**config.mk**
```make
export PLATFORM = sky130hd
export DESIGN_NAME = logic_gate_acc_flat
export DESIGN_NICKNAME = d
export VERILOG_FILES = /design/src/rtl/logic_gate_acc_if.sv /design/src/rtl/logic_gate_acc.sv /design/src/flat_wrapper.sv
export SDC_FILE = /design/constraint.sdc
export NUM_CORES = 1
export LEC_CHECK = 0
export BUFFER_PORTS_ARGS = -buffer_cell sky130_fd_sc_hd__buf_2
export CORE_MARGIN = 4
export CORE_UTILIZATION = 45
export DETAILED_ROUTE_END_ITERATION = 16
export HOLD_SLACK_MARGIN = 0.15
export PLACE_DENSITY = 0.68
export SLEW_MARGIN = 15
export SYNTH_ARGS = -nofsm -noshare
export SYNTH_HDL_FRONTEND = slang
export SYNTH_SLANG_ARGS = --single-unit
```
**constraint.sdc**
```tcl
create_clock -name clk -period 4.1 [get_ports clk]
set_input_delay 0.205 -clock clk [delete_from_list [all_inputs] [get_ports clk]]
set_output_delay 0.205 -clock clk [all_outputs]
set_load 0.01 [all_outputs]
```
**src/rtl/logic_gate_acc_if.sv**
```systemverilog
// logic_gate_acc_if: operand stream in, reduced result stream out, both valid/ready.
interface logic_gate_acc_if #(
    parameter int WIDTH  = 8,
    parameter int NUM_IN = 2,
    parameter int CNT_W  = 8
);
    logic [NUM_IN*WIDTH-1:0] in_data;
    logic                    in_valid;
    logic                    in_ready;
    logic                    in_last;
    logic [2:0]              op;
    logic                    acc_en;
    logic [WIDTH-1:0]        out_data;
    logic                    out_red;
    logic [CNT_W-1:0]        out_beats;
    logic                    out_valid;
    logic                    out_ready;

    modport master (
        output in_data, in_valid, in_last, op, acc_en, out_ready,
        input  in_ready, out_data, out_red, out_beats, out_valid
    );

    modport slave (
        input  in_data, in_valid, in_last, op, acc_en, out_ready,
        output in_ready, out_data, out_red, out_beats, out_valid
    );
endinterface

```
**src/rtl/logic_gate_acc.sv**
```systemverilog
// logic_gate_acc: bitwise AND/OR/XOR (optionally inverted) across operand lanes,
// with a burst accumulate mode that folds several beats into one registered result.
module logic_gate_acc #(
    parameter int WIDTH  = 8,
    parameter int NUM_IN = 2,
    parameter int CNT_W  = 8
) (
    input logic               clk,
    input logic               rst_n,
    logic_gate_acc_if.slave   bus
);
    typedef enum logic {IDLE, ACCUM} state_t;
    typedef enum logic [1:0] {B_AND, B_OR, B_XOR} base_t;

    state_t           state;
    logic [WIDTH-1:0] acc;
    logic [2:0]       lop;
    logic [CNT_W-1:0] cnt;

    logic [2:0]       eop;
    base_t            base;
    logic             inv;
    logic [WIDTH-1:0] b;
    logic [WIDTH-1:0] pacc;
    logic [WIDTH-1:0] p;
    logic             red;
    logic [CNT_W-1:0] cnt_next;
    logic             fire;
    logic             start;
    logic             load;

    function automatic logic [WIDTH-1:0] combine(input base_t bs, input logic [WIDTH-1:0] x, input logic [WIDTH-1:0] y);
        return bs == B_OR ? (x | y) : bs == B_XOR ? (x ^ y) : (x & y);
    endfunction

    // Inside a burst the op latched on the first beat governs every later beat.
    assign eop  = state == ACCUM ? lop : bus.op;
    assign base = (eop == 3'd1 || eop == 3'd4) ? B_OR : (eop == 3'd2 || eop == 3'd5) ? B_XOR : B_AND;
    assign inv  = eop == 3'd3 || eop == 3'd4 || eop == 3'd5;

    always_comb begin
        b = bus.in_data[WIDTH-1:0];
        for (int k = 1; k < NUM_IN; k++)
            b = combine(base, b, bus.in_data[k*WIDTH +: WIDTH]);
    end

    assign pacc     = combine(base, acc, b);
    assign p        = state == ACCUM ? pacc : b;
    assign red      = inv ^ (base == B_OR ? |p : base == B_XOR ? ^p : &p);
    assign cnt_next = cnt == '1 ? cnt : cnt + CNT_W'(1);

    assign bus.in_ready = !bus.out_valid || bus.out_ready;
    assign fire  = bus.in_valid && bus.in_ready;
    assign start = state == IDLE && bus.acc_en && !bus.in_last;
    assign load  = fire && (state == ACCUM ? bus.in_last : !start);

    always_ff @(posedge clk) begin
        if (!rst_n) begin
            state         <= IDLE;
            acc           <= '0;
            lop           <= '0;
            cnt           <= '0;
            bus.out_valid <= 1'b0;
            bus.out_data  <= '0;
            bus.out_red   <= 1'b0;
            bus.out_beats <= '0;
        end else begin
            if (load) begin
                bus.out_valid <= 1'b1;
                bus.out_data  <= inv ? ~p : p;
                bus.out_red   <= red;
                bus.out_beats <= state == ACCUM ? cnt_next : CNT_W'(1);
            end else if (bus.out_ready) begin
                bus.out_valid <= 1'b0;
            end
            if (fire && start) begin
                state <= ACCUM;
                acc   <= b;
                lop   <= bus.op;
                cnt   <= CNT_W'(1);
            end else if (fire && state == ACCUM) begin
                if (bus.in_last) begin
                    state <= IDLE;
                end else begin
                    acc <= pacc;
                    cnt <= cnt_next;
                end
            end
        end
    end
endmodule

```
**src/flat_wrapper.sv**
```systemverilog
// flat-port wrapper written by rule: the top's interface ports become plain ports
module logic_gate_acc_flat 
#(
    parameter int WIDTH  = 8,
    parameter int NUM_IN = 2,
    parameter int CNT_W  = 8
)
  (clk, rst_n, bus_in_data, bus_in_valid, bus_in_last, bus_op, bus_acc_en, bus_out_ready, bus_in_ready, bus_out_data, bus_out_red, bus_out_beats, bus_out_valid);
  logic_gate_acc_if #(.WIDTH(WIDTH), .NUM_IN(NUM_IN), .CNT_W(CNT_W)) bus_i ();
  input logic clk;
  input logic rst_n;
  input wire logic [$bits(bus_i.in_data)-1:0] bus_in_data;
  input wire logic [$bits(bus_i.in_valid)-1:0] bus_in_valid;
  input wire logic [$bits(bus_i.in_last)-1:0] bus_in_last;
  input wire logic [$bits(bus_i.op)-1:0] bus_op;
  input wire logic [$bits(bus_i.acc_en)-1:0] bus_acc_en;
  input wire logic [$bits(bus_i.out_ready)-1:0] bus_out_ready;
  output wire logic [$bits(bus_i.in_ready)-1:0] bus_in_ready;
  output wire logic [$bits(bus_i.out_data)-1:0] bus_out_data;
  output wire logic [$bits(bus_i.out_red)-1:0] bus_out_red;
  output wire logic [$bits(bus_i.out_beats)-1:0] bus_out_beats;
  output wire logic [$bits(bus_i.out_valid)-1:0] bus_out_valid;
  assign bus_i.in_data = bus_in_data;
  assign bus_i.in_valid = bus_in_valid;
  assign bus_i.in_last = bus_in_last;
  assign bus_i.op = bus_op;
  assign bus_i.acc_en = bus_acc_en;
  assign bus_i.out_ready = bus_out_ready;
  assign bus_in_ready = bus_i.in_ready;
  assign bus_out_data = bus_i.out_data;
  assign bus_out_red = bus_i.out_red;
  assign bus_out_beats = bus_i.out_beats;
  assign bus_out_valid = bus_i.out_valid;
  logic_gate_acc #(.WIDTH(WIDTH), .NUM_IN(NUM_IN), .CNT_W(CNT_W)) u_core (.clk(clk), .rst_n(rst_n), .bus(bus_i));
endmodule
```
==> metrics, run 1 <==
total I/O pin count 44; Hold-fix buffers, CTS 0; Fillers 649; worst r2r src u_core.state; placed insts 509; P&R area growth vs syn 16.9%; top cells by count, synth nor2_1, inv_1, ha_1; Vias per Instance 5.56; Crit Path Class flop to flop; initial DRC count 199; count of cell types in the netlist 53; initial antenna violation count 0; critical path peak fanout 8; asr flop ratio synth 0%; IO Port Bufs 43; hold path start bus_in_last; layout cells sized above 1 25.1%; Ys Warns 0; Final Max Tran Viols 0; NumNets Final 497; Setup crit start u_core.state; Antenna diodes 0; Synth top area share 23.4%; core area 6910 um2; Worst EP required 4.33 ns; FF/Latch Area 761 um2; Maximum Capacitance Violations 0; remaining antenna violation count 0; WHS Endpoint u_core.state; CTS tree yes; die height 93.1 um; cts bufs inserted 5; Post-synth EDFFs 0; post-layout util 55.1%; Die ar. 8660 um2; GP Congestion 0.854; Seq/Total Area, Yosys 23.4%; DP Wirelength 5.74 mm; total grt overflow 0; reg2reg path depth 17; Multi-input gate area 2270 um2; synthesized area per cell 8.75 um2; fin crit share 97.5%; die width 93.1 um; overall power 1.19 mW; Worst VDD drop 0.185 mV; top_reg_cell synth dfxtp_1; critical path arrival 4.23 ns; most common cell in the netlist nor2_1; setup_tns 0 ns; Routed WL 7.95 mm; Worst Setup Start Kind flop; depth of the CTS H-tree 2; Post-DP Area 3600 um2; largest net degree at the start of global routing 22; worst slew pin tran 0.852 ns; Synth area leaders dfxtp_1, ha_1, nor2_1, inv_1, a21oi_1; clock root buffer clkbuf_8; Power Dens Cells 314 nW/um2; Fin. Hold Viols 0; Setup WS post-layout 0.103 ns; wire per inst 15.1 um; Final Instance Area 3810 um2; status complete, no violations; via count 2,929; Hold Path Class primary input to flop; Initial Utilization 47.1%; Cells after Synth 372; min Tclk post-route 4.00 ns; critical path capture point type flop; number of global-route vias before repair 2,655; first-pass GRT wire length 12.8 mm; Setup-failing EPs final 0; Place WS 0.133 ns; skew final 0.00696 ns; Netlist Area Pre-Place 3260 um2; num rows 30; cell taking the most area after synthesis dfxtp_1; clock transition at the registers of the reported paths 0.08 ns; Slew headroom 42.8%; Residual DRC 0; f_max 0.250 GHz; Layout Cells excl Fill 527; Pre-Repair DR Iteration Count 5; WHS 0.201 ns; r2r endpoint u_core.bus.out_red; Worst Hold Depth 2; Syn Nets 439; clock sink count 38; worst-case clock buffer depth 2; clk_lat worst skew 0.30 ns; register bit total from synthesis 38; Leak 1.69 nW; Total GRT Usage 18.3%; R2R setup slack 0.10 ns
## cell usage in the layout (no fill, tap or decap), types with 9 or more instances in the layout
| cell type | Yosys | routed |
|---|---|---|
| ha_1 | 42 | 42 |
| xnor2_1 | 11 | 9 |
| xor2_1 | 11 | 11 |
| a21oi_1 | 27 | 27 |
| nor2_1 | 48 | 48 |
| o21ai_0 | 12 | 12 |
| buf_4 | 0 | 22 |
| inv_1 | 45 | 45 |
| nand2_1 | 16 | 16 |
| buf_2 | 4 | 43 |
| dfxtp_1 | 38 | 38 |
## cells by family (layout without fill, tap and decap cells)
| family | after synthesis | count (layout) | share of synthesized area (%) |
|---|---|---|---|
| AOI/OAI and AO/OA | 93 | 93 | 24.3 |
| xor gates and xnor gates | 22 | 22 | 5.92 |
| and+or+nand+nor | 97 | 97 | 13.6 |
| buffers and inverters | 61 | 120 | 8.11 |
| DFF | 38 | 38 | 23.4 |
| muxes | 19 | 19 | 8.57 |
| adders and majority gates | 42 | 42 | 16.1 |
## layout make-up
class | instances | share of cell area [%]
clock buffers | 6 | 2.17
clock inverters | 2 | 0.329
inverters | 46 | 4.54
multi-input cells | 273 | 59.5
flip-flops and latches | 38 | 20.0
well taps | 96 | 3.15
repair buffers | 66 | 10.3
## sequential cells by signal (all words and copies together), names as in the netlist
name / flops
u_core.acc: 8
u_core.bus.out_beats: 8
u_core.bus.out_data: 8
u_core.bus.out_red: 1
u_core.bus.out_valid: 1
u_core.cnt: 8
u_core.lop: 3
u_core.state: 1
## routing by layer
metal	up-vias	wire, um	track usage, %	share of wire [%]
met1	1387	3500	23.5	44
met4	0	290	10.1	3.6
met2	89	3800	29.0	48
li1	1433	-	-	-
met3	20	356	3.22	4.5
met5	-	0	0	0
## worst max-delay path by stage
stage	to	slack, ns	cells past startpoint
2_1_floorplan	u_core.bus.out_red	0.53	17
5_1_grt	u_core.bus.out_red	-0.02	17
4_1_cts	u_core.bus.out_red	0.10	17
6_report	u_core.bus.out_red	0.10	17
3_3_place_gp	u_core.bus.out_red	0.20	17
3_5_place_dp	u_core.bus.out_red	0.13	17
## power by group
part           leakage, nW  total, mW  switching [mW]  internal (mW)
clock network       0.0472      0.275           0.140          0.135
registers            0.310      0.400          0.0125          0.387
logic                 1.33      0.520           0.284          0.236
total                 1.69       1.19           0.436          0.758
## worst max-delay path, stage by stage (launching register included)
cell	delay, ns
dfxtp_1	0.35
buf_6	0.17
mux2_4	0.36
xnor2_1	0.16
buf_4	0.19
o2bb2ai_1	0.15
a221oi_4	0.33
ha_1	0.29
a221o_1	0.35
mux2i_2	0.27
inv_1	0.08
ha_1	0.31
xnor2_1	0.25
xnor2_2	0.16
a21oi_1	0.08
o21ai_0	0.15
a21oi_1	0.09
a21oi_1	0.19
## repair_timing
| action | in CTS | in global routing |
|---|---|---|
| setup endpoints to repair | 0 | 1 |
| buffers inserted | 0 | 10 |
| resized for setup | 0 | 6 |
(Power assumes the default switching activity.)
==> inputs of run 2 (changes only) <==
--- a/config.mk
+++ b/config.mk
@@ -11,6 +11,7 @@
 export DETAILED_ROUTE_END_ITERATION = 16
 export HOLD_SLACK_MARGIN = 0.15
 export PLACE_DENSITY = 0.68
+export REMOVE_ABC_BUFFERS = 1
 export SLEW_MARGIN = 15
 export SYNTH_ARGS = -nofsm -noshare
 export SYNTH_HDL_FRONTEND = slang
==> metrics, run 2 (synthesis gave the netlist of run 1 again) <==
status complete, no violations; total grt overflow 0; Slew headroom 42.1%; CTS tree yes; Die ar. 8660 um2; GP Congestion 0.915; Layout Cells excl Fill 518; remaining antenna violation count 0; DP Wirelength 5.69 mm; Routed WL 7.66 mm; worst-case clock buffer depth 2; Leak 1.64 nW; setup_tns 0 ns; fin crit share 94.8%; die width 93.1 um; critical path capture point type flop; IO Port Bufs 43; num rows 30; Worst EP required 4.33 ns; critical path arrival 4.11 ns; Pre-Repair DR Iteration Count 5; worst slew pin tran 0.862 ns; wire per inst 14.8 um; placed insts 506; Total GRT Usage 18.0%; Crit Path Class flop to flop; Fin. Hold Viols 0; clock root buffer clkbuf_8; number of global-route vias before repair 2,687; Maximum Capacitance Violations 0; largest net degree at the start of global routing 22; cts bufs inserted 5; Hold-fix buffers, CTS 0; Residual DRC 0; total I/O pin count 44; RSZ-0062 raised after global routing false; Power Dens Cells 306 nW/um2; f_max 0.257 GHz; initial DRC count 184; clock sink count 38; Final Max Tran Viols 0; Initial Utilization 47.1%; first-pass GRT wire length 12.7 mm; clk_lat worst skew 0.29 ns; Vias per Instance 5.40; Hold Path Class primary input to flop; most frequent cells in the layout nor2_1, inv_1, buf_2; Fillers 669; Setup-failing EPs final 0; clock transition at the registers of the reported paths 0.08 ns; Worst Setup Start Kind flop; die height 93.1 um; NumNets Final 488; critical path peak fanout 11; Antenna diodes 0; core area 6910 um2; skew final 0.00500 ns; most common cell after layout, fill and taps aside nor2_1; depth of the CTS H-tree 2; via count 2,796; Worst VDD drop 0.189 mV; layout cells sized above 1 23.0%; min Tclk post-route 3.89 ns; initial antenna violation count 0; P&R area growth vs syn 14.3%
-- run 2: through the flow --
stage          hold WS [ns]  worst slack (ns)  total power, mW  utilization [%]  cell area, um2
3_3_place_gp          0.465            0.0451            0.855             51.9            3590
5_1_grt               0.205            0.0352             1.22             53.9            3720
2_1_floorplan         0.302            -0.785            0.741                -            3160
6_report              0.193             0.212             1.14             53.9            3720
4_1_cts               0.194           0.00329             1.14             53.4            3690
3_5_place_dp          0.474           -0.0333            0.863             51.9            3590
-- run 2: area by class of cell --
cell class / count / area [um2] / area share (%)
Clock buffer: 6 / 82.6 / 2.22
Clock inverter: 2 / 12.5 / 0.336
Inverter: 46 / 173 / 4.64
Multi-Input combinational cell: 273 / 2230 / 60.1
Sequential cell: 38 / 764 / 20.6
Tap cell: 96 / 120 / 3.23
Timing Repair Buffer: 57 / 333 / 8.95
-- run 2: layer usage --
layer  share of wire, %  up-vias  global-route usage, %
li1                   -     1415                      -
met4                1.9        0                   6.11
met5                  0        -                      0
met3                4.4       12                   3.06
met1                 47     1306                   24.7
met2                 47       63                   28.6
-- run 2: power by group --
| part | switching (mW) | total [mW] | internal [mW] |
|---|---|---|---|
| combinational | 0.259 | 0.461 | 0.202 |
| sequential | 0.0139 | 0.401 | 0.387 |
| clock | 0.140 | 0.275 | 0.135 |
| total | 0.413 | 1.14 | 0.724 |
-- run 2: worst paths after layout --
| check | cells after the start | slack (ns) | start | to |
|---|---|---|---|---|
| min reg2reg | 2 | 0.49 | u_core.bus.out_beats[2] | u_core.bus.out_beats[2] |
| max reg2reg | 16 | 0.21 | u_core.state | u_core.bus.out_red |
| max | 16 | 0.21 | u_core.state | u_core.bus.out_red |
| min | 2 | 0.19 | bus_in_last | u_core.state |
-- run 2: timing repair --
item,in CTS,in global routing
setup endpoints to repair,1,1
setup buffers,0,4
pin swaps,0,1
gates resized for setup,1,2
-- run 2: worst max-delay path, stage by stage (launching register included) --
cell,delay [ns]
dfxtp_4,0.43
mux2_4,0.37
xnor2_1,0.15
buf_4,0.20
o2bb2ai_1,0.17
a221oi_4,0.33
ha_1,0.29
a221o_1,0.35
mux2i_2,0.26
inv_1,0.08
ha_1,0.31
xnor2_1,0.21
xnor2_1,0.17
a21oi_1,0.09
o21ai_0,0.16
a21oi_1,0.09
a21oi_1,0.17
